===== src/rtl/wr_ctl_af.sv =====
// Write-side pointer and flag controller of a dual-clock FIFO.
// Owns the binary/Gray write pointers, read-pointer synchroniser, full, almost-full, fill count and sticky overflow.
module wr_ctl_af #(
  parameter int unsigned FIFO_DEPTH     = 8,
  parameter int unsigned ALMOST_FULL_TH = 252
) (
  input  logic                  wr_clk,
  input  logic                  wr_rst,
  input  logic                  wr_en,
  input  logic [FIFO_DEPTH:0]   rd_addr_glay,
  output logic                  wr_ram_en,
  output logic [FIFO_DEPTH-1:0] wr_addr_bin,
  output logic [FIFO_DEPTH:0]   wr_addr_glay,
  output logic                  wr_full,
  output logic                  wr_almost_full,
  output logic [FIFO_DEPTH:0]   wr_count,
  output logic                  wr_overflow
);

  localparam int unsigned PW = FIFO_DEPTH + 1;

  logic [PW-1:0] wbin_q, wbin_d;
  logic [PW-1:0] wgray_q, wgray_d;
  logic [PW-1:0] rq1_q, rq2_q;
  logic [PW-1:0] rbin;
  logic [PW-1:0] count_q, count_d;
  logic          full_q, full_d;
  logic          afull_q, afull_d;
  logic          ovf_q, ovf_d;
  logic          accept;

  // Gray-to-binary of the synchronised read pointer: bit i is the XOR of all bits from the MSB down to i.
  always_comb begin
    rbin = '0;
    for (int i = 0; i < int'(PW); i++) begin
      rbin[i] = ^(rq2_q >> i);
    end
  end

  // Next-state: write advance, Gray encode, full/almost-full/count against the synchronised read pointer.
  always_comb begin
    accept  = wr_en & ~full_q;
    wbin_d  = wbin_q + PW'(accept);
    wgray_d = (wbin_d >> 1) ^ wbin_d;
    full_d  = (wgray_d == {~rq2_q[PW-1:PW-2], rq2_q[PW-3:0]});
    count_d = wbin_d - rbin;
    afull_d = (32'(count_d) >= ALMOST_FULL_TH);
    ovf_d   = ovf_q | (wr_en & full_q);
  end

  always_ff @(posedge wr_clk) begin
    if (wr_rst) begin
      wbin_q  <= '0;
      wgray_q <= '0;
      rq1_q   <= '0;
      rq2_q   <= '0;
      count_q <= '0;
      full_q  <= 1'b0;
      afull_q <= 1'b0;
      ovf_q   <= 1'b0;
    end else begin
      wbin_q  <= wbin_d;
      wgray_q <= wgray_d;
      rq1_q   <= rd_addr_glay;
      rq2_q   <= rq1_q;
      count_q <= count_d;
      full_q  <= full_d;
      afull_q <= afull_d;
      ovf_q   <= ovf_d;
    end
  end

  assign wr_ram_en      = accept;
  assign wr_addr_bin    = wbin_q[FIFO_DEPTH-1:0];
  assign wr_addr_glay   = wgray_q;
  assign wr_full        = full_q;
  assign wr_almost_full = afull_q;
  assign wr_count       = count_q;
  assign wr_overflow    = ovf_q;

endmodule


===== config.mk =====
export PLATFORM = sky130hd
export DESIGN_NAME = wr_ctl_af
export DESIGN_NICKNAME = d
export VERILOG_FILES = /design/src/rtl/wr_ctl_af.sv
export SDC_FILE = /design/constraint.sdc
export NUM_CORES = 1
export LEC_CHECK = 0
export ABC_CLOCK_PERIOD_IN_PS = 4200
export CELL_PAD_IN_SITES_DETAIL_PLACEMENT = 0
export CELL_PAD_IN_SITES_GLOBAL_PLACEMENT = 2
export CORE_MARGIN = 5
export CORE_UTILIZATION = 32
export DETAILED_ROUTE_END_ITERATION = 6
export PLACE_DENSITY = 0.91
export SETUP_SLACK_MARGIN = 0.02
export SYNTH_ARGS = -nofsm -noshare
export SYNTH_HDL_FRONTEND = slang
export SYNTH_SLANG_ARGS = --single-unit

===== constraint.sdc =====
create_clock -name wr_clk -period 4.2 [get_ports wr_clk]
set_clock_uncertainty 0.05 [all_clocks]
set_input_delay 0.42 -clock wr_clk [delete_from_list [all_inputs] [get_ports wr_clk]]
set_output_delay 0.42 -clock wr_clk [all_outputs]
set_load 0.01 [all_outputs]

## Word level (Yosys, flattened, before mapping)

Cells that the tools add are included.

- Register bits after elaboration: 48
- Logic and storage cells: 27
- Input bits: 12
- Output and inout bits: 30

- Add/subtract/negate cells: 2
- Magnitude comparators: 1
- Bitwise logic cells: 6
- Reductions and logical operators: 9
- Eq/ne operators: 1

Operators with widths:

| operator | count |
|---|---|
| $reduce_xor 9->1 | 9 |
| $add 9x1->9 | 1 |
| $eq 9x9->1 | 1 |
| $ge 9x8->1 const B | 1 |
| $sub 9x9->9 | 1 |
| $xor 8x9->9 | 1 |
| $and 1x1->1 | 2 |
| $not 2->2 | 1 |
| $not 1->1 | 1 |
| $or 1x1->1 | 1 |

## Logic depth before layout (Yosys ltp)

- Depth in word-level cells: 5
- Gate-level depth with buffers: 14
- Mapped depth without buffers: 14

## Worst setup path before layout

Ideal clock, no wire load.

- Path type: flip-flop to flip-flop
- Start point: register rq2_q[7]
- End point: register afull_q, in the netlist wr_almost_full
- Arrival: 3.174 ns
- Stages on the path, launching flop included: 12
- Path buffers: 0
- Clock period less this slack: 3.360 ns
- Setup slack: 0.840 ns
- Library setup time: 0.136 ns
- Data required time: 4.014 ns
- Cell sequence: dfxtp_1 > xor3_2 > xnor3_2 > xnor2_1 > xor2_1 > xnor2_1 > ha_1 > fa_1 > o211ai_2 > a41oi_1 > xor2_1 > o32ai_2

- Longest elaborated chain between the ends: 3
- Elaborated cells between the ends (all ways): 10
- Those cells by class: add/sub (1); order compare (1); reduce/logical (8)

Ends and longest elaborated chain:

| item | RTL line | text |
|---|---|---|
| start, declared | 24 | `logic [PW-1:0] rq1_q, rq2_q;` |
| start signal, assigned | 65 | `rq2_q <= rq1_q;` |
| $reduce_xor 9->1 | 36 | `rbin[i] = ^(rq2_q >> i);` |
| $sub 9x9->9 (*) | 46 | `count_d = wbin_d - rbin;` |
| $ge 9x8->1 (*) | 47 | `afull_d = (32'(count_d) >= ALMOST_FULL_TH);` |
| end signal, assigned | 68 | `afull_q <= afull_d;` |
| end, declared | 28 | `logic afull_q, afull_d;` |

Mark *: on every way between the ends. The rest lies on a longest branch, timed or not.
A chain may end at the register's enable or synchronous reset.

## Worst setup path after layout

Same ends and word-level chain as after synthesis.

==> impl_results.md <==
- Synth Register Bits: 47
- Worst Hold Class: reg -> reg
- Pleak: 0.00115 uW
- Fin crit period: 3.71 ns
- Int Power: between 700 and 800 uW
- Clock transition at path regs: 0.08 ns
- CP endpoint kind: flop
- WL/cell: about 12 um
- Die ar.: 8900 um2
- Largest net degree at the start of global routing: 50
- Gr usage total: 0.110
- Worst Hold Depth: 1
- Count of input and output buffers: 41
- Routed via count: about 1,600
- Placed cell areas: 2800 um2
- Power share of the clock group: 0.244
- Post-Syn Area: 2280 um2
- Worst-case reg-to-reg path depth: 11
- R2R setup slack: 0.49 ns
- PostCTS Resize Cnt: 0
- Slew HR: 0.407
- NumNets Final: slightly above 300
- CTS tree: built
- Initial antenna violation count: 0
- 1st-pass router iterations: 4
- Die Width: 94.3 um
- Die height: about 94 um
- CTS Sinks: 47
- Vias in the first global route: 1,663
- Req. time, crit path: between 4 and 5 ns
- Hold Path End: rq2_q[5]$_SDFF_PP0_
- Core box area: 6870 um2
- Post-Layout Cell Count: 374
- Drc violations: 0
- Kind of critical path: reg -> reg
- Total Routed Length: between 4 and 5 mm
- Number of flops mapped to enable cells by yosys: 0
- VDD IR max: 0.000214 V
- Pwr dens: 375 nW/um2
- Global-route wire length before repair: 7.73 mm
- Async set-or-reset flop fraction in the synthesized netlist: 0
- Total gr overflow: 0
- Hold Vio Cnt, Final: 0
- Setup TNS: 0 ns
- Number of library cell types mapped by synthesis: 40
- Num rows: 30
- Num CTS Buffers: 5
- Cells after DPL: about 370
- Dominant synthesized flop cell: dfxtp_1
- Register area share after synthesis: 0.413
- I/O pin count: 42
- Status: finished, final reports clean
- RR Endpoint: wr_almost_full$_SDFF_PP0_
- Seq pwr share: 0.463
- Synthesis warning total: 0
- Post-CTS Setup Inserts: 0
- Comb power frac: 0.294
- RSZ-0062 raised after global routing: no
- Gate count after technology mapping: 234
- Syn_nets: approximately 260
- Switching share of power: 0.295
- Bufs on Longest Clock Path: 2
- Routed vias/inst: 4.37
- DP Wirelength: 3.20 mm
- Crit Reg-Reg Startpoint: rq2_q[7]$_SDFF_PP0_
- Layout area overhead: 26.5%
- Max-slew violations: 0
- Finished Cell Area: 2880 um2
- H-tree Lvls: 2
- CP startpoint kind: flop
- Final setup fails: 0
- CTS Hold Buffers Added: 0
- Max FO, Critical Path: 5
- Number of max-cap violations: 0
- Syn_area_per_cell: 9.73 um2
- Antenna viol nets, final: 0
- Clk_lat worst skew: 0.30 ns
- Final Cycle Share: 0.883
- Diodes inserted: 0
- NetSw: 318 uW
- Worst path arrival time: 3.81 ns
- CTS Root Cell: clkbuf_8
- Fmax: roughly 270 MHz
- Worst slew pin tran: about 0.89 ns
- Starting density of the core: 0.331
- GP Congestion: 0.741
- Number of DRC markers in iteration 0: 65
- Share of cells above drive strength 1: 0.0755
- Hold path start: rq1_q[5]$_SDFF_PP0_
[layout make-up]
| cell class | count | area [um2] |
|---|---|---|
| Clock buffer | 5 | 68.8 |
| Clock inverter | 2 | 13.8 |
| Fill cell | 701 | 3990 |
| Inverter | 12 | 45.0 |
| Multi-Input combinational cell | 168 | 1260 |
| Sequential cell | 47 | 941 |
| Tap cell | 96 | 120 |
| Timing Repair Buffer | 44 | 428 |
[power by group through the flow]
stage                     Sequential [uW]  Combinational [uW]  Clock, uW
after global placement                511                 318          0
after global routing                  504                 353        303
after floorplan                       523                 194          0
after CTS                             500                 321        277
final                                 499                 317        263
after detailed placement              510                 317          0
[registers in the layout, summed over array words and instances, names as in the netlist]
signal and flops:
wr_addr_glay 8, wr_overflow 1, wbin_q 9, wr_almost_full 1
rq2_q 9, wr_full 1, rq1_q 9, wr_count 9
[metal layers]
layer  part of all wire  track usage  vias up
li1                   -            -      841
met2               0.41        0.164       36
met5                  0            0        -
met3              0.069       0.0462        4
met1               0.51        0.146      753
met4              0.010       0.0289        0
[cells in the mapped netlist, types with 4 or more instances]
cell	instances	area [um2]
dfxtp_1	47	941
nor2_1	32	120
xnor2_1	26	228
nor2b_1	23	144
xor2_1	13	114
inv_1	12	45.0
ha_1	11	138
nand3_1	9	45.0
nand2_1	8	30.0
a21oi_1	7	35.0
clkbuf_1	4	15.0
o21ai_0	4	20.0
[through the flow]
| stage | hold WS [ns] | setup WS [ns] | utilization | total power [uW] |
|---|---|---|---|---|
| CTS | 0.395 | 0.456 | 0.419 | 1100 |
| global route | 0.414 | 0.205 | 0.419 | 1160 |
| finish | 0.390 | 0.493 | 0.419 | 1080 |
| floorplan | 0.364 | 0.840 | - | 717 |
| global placement | 0.367 | 0.564 | 0.407 | 828 |
| detailed placement | 0.374 | 0.490 | 0.407 | 827 |
[layout by cell type (no fill, tap or decap), types with 2 or more instances in the layout]
cell type / instances
xor2_4: 2
xnor2_1: 26
inv_1: 12
nor2b_1: 23
o311ai_0: 2
buf_4: 3
clkdlybuf4s50_1: 40
mux2i_1: 2
xor3_2: 2
and2_1: 2
a21oi_1: 7
nand2_1: 8
clkbuf_8: 5
a31oi_1: 2
or3_1: 2
nand3_1: 9
xor2_1: 13
nor2_1: 32
ha_1: 11
dfxtp_1: 47
nor3_1: 2
nand2b_1: 2
o21ai_0: 4
[worst max-delay path by stage]
stage / slack [ns] / from / depth (start not counted) / endpoint
after CTS: 0.46 / rq2_q[7]$_SDFF_PP0_ / 11 / wr_almost_full$_SDFF_PP0_
after detailed placement: 0.49 / rq2_q[7]$_SDFF_PP0_ / 11 / wr_almost_full$_SDFF_PP0_
after floorplan: 0.84 / rq2_q[7]$_SDFF_PP0_ / 11 / wr_almost_full$_SDFF_PP0_
after global routing: 0.21 / rq2_q[7]$_SDFF_PP0_ / 11 / wr_almost_full$_SDFF_PP0_
final: 0.49 / rq2_q[7]$_SDFF_PP0_ / 11 / wr_almost_full$_SDFF_PP0_
after global placement: 0.56 / wr_en / 15 / wr_almost_full$_SDFF_PP0_
[critical path, cell delays in order (launching register included)]
cell and delay, ns:
dfxtp_1 0.39, xor3_2 0.54, xnor3_2 0.47, xnor2_1 0.24, xor2_1 0.29, xnor2_1 0.11
ha_1 0.21, fa_1 0.45, o211ai_2 0.27, a41oi_1 0.16, xor2_1 0.25, o32ai_2 0.12
[logic make-up (layout without fill, tap and decap cells)]
logic type	Yosys count	in the layout	share of synthesized area
buf+inv	19	63	0.0319
simple gates	84	84	0.183
compound gates	24	24	0.0748
xor+xnor	45	45	0.214
fa+ha+maj	12	12	0.0693
flops	47	47	0.413
mux	3	3	0.0137
No activity file was read; power rests on OpenSTA's default activity.
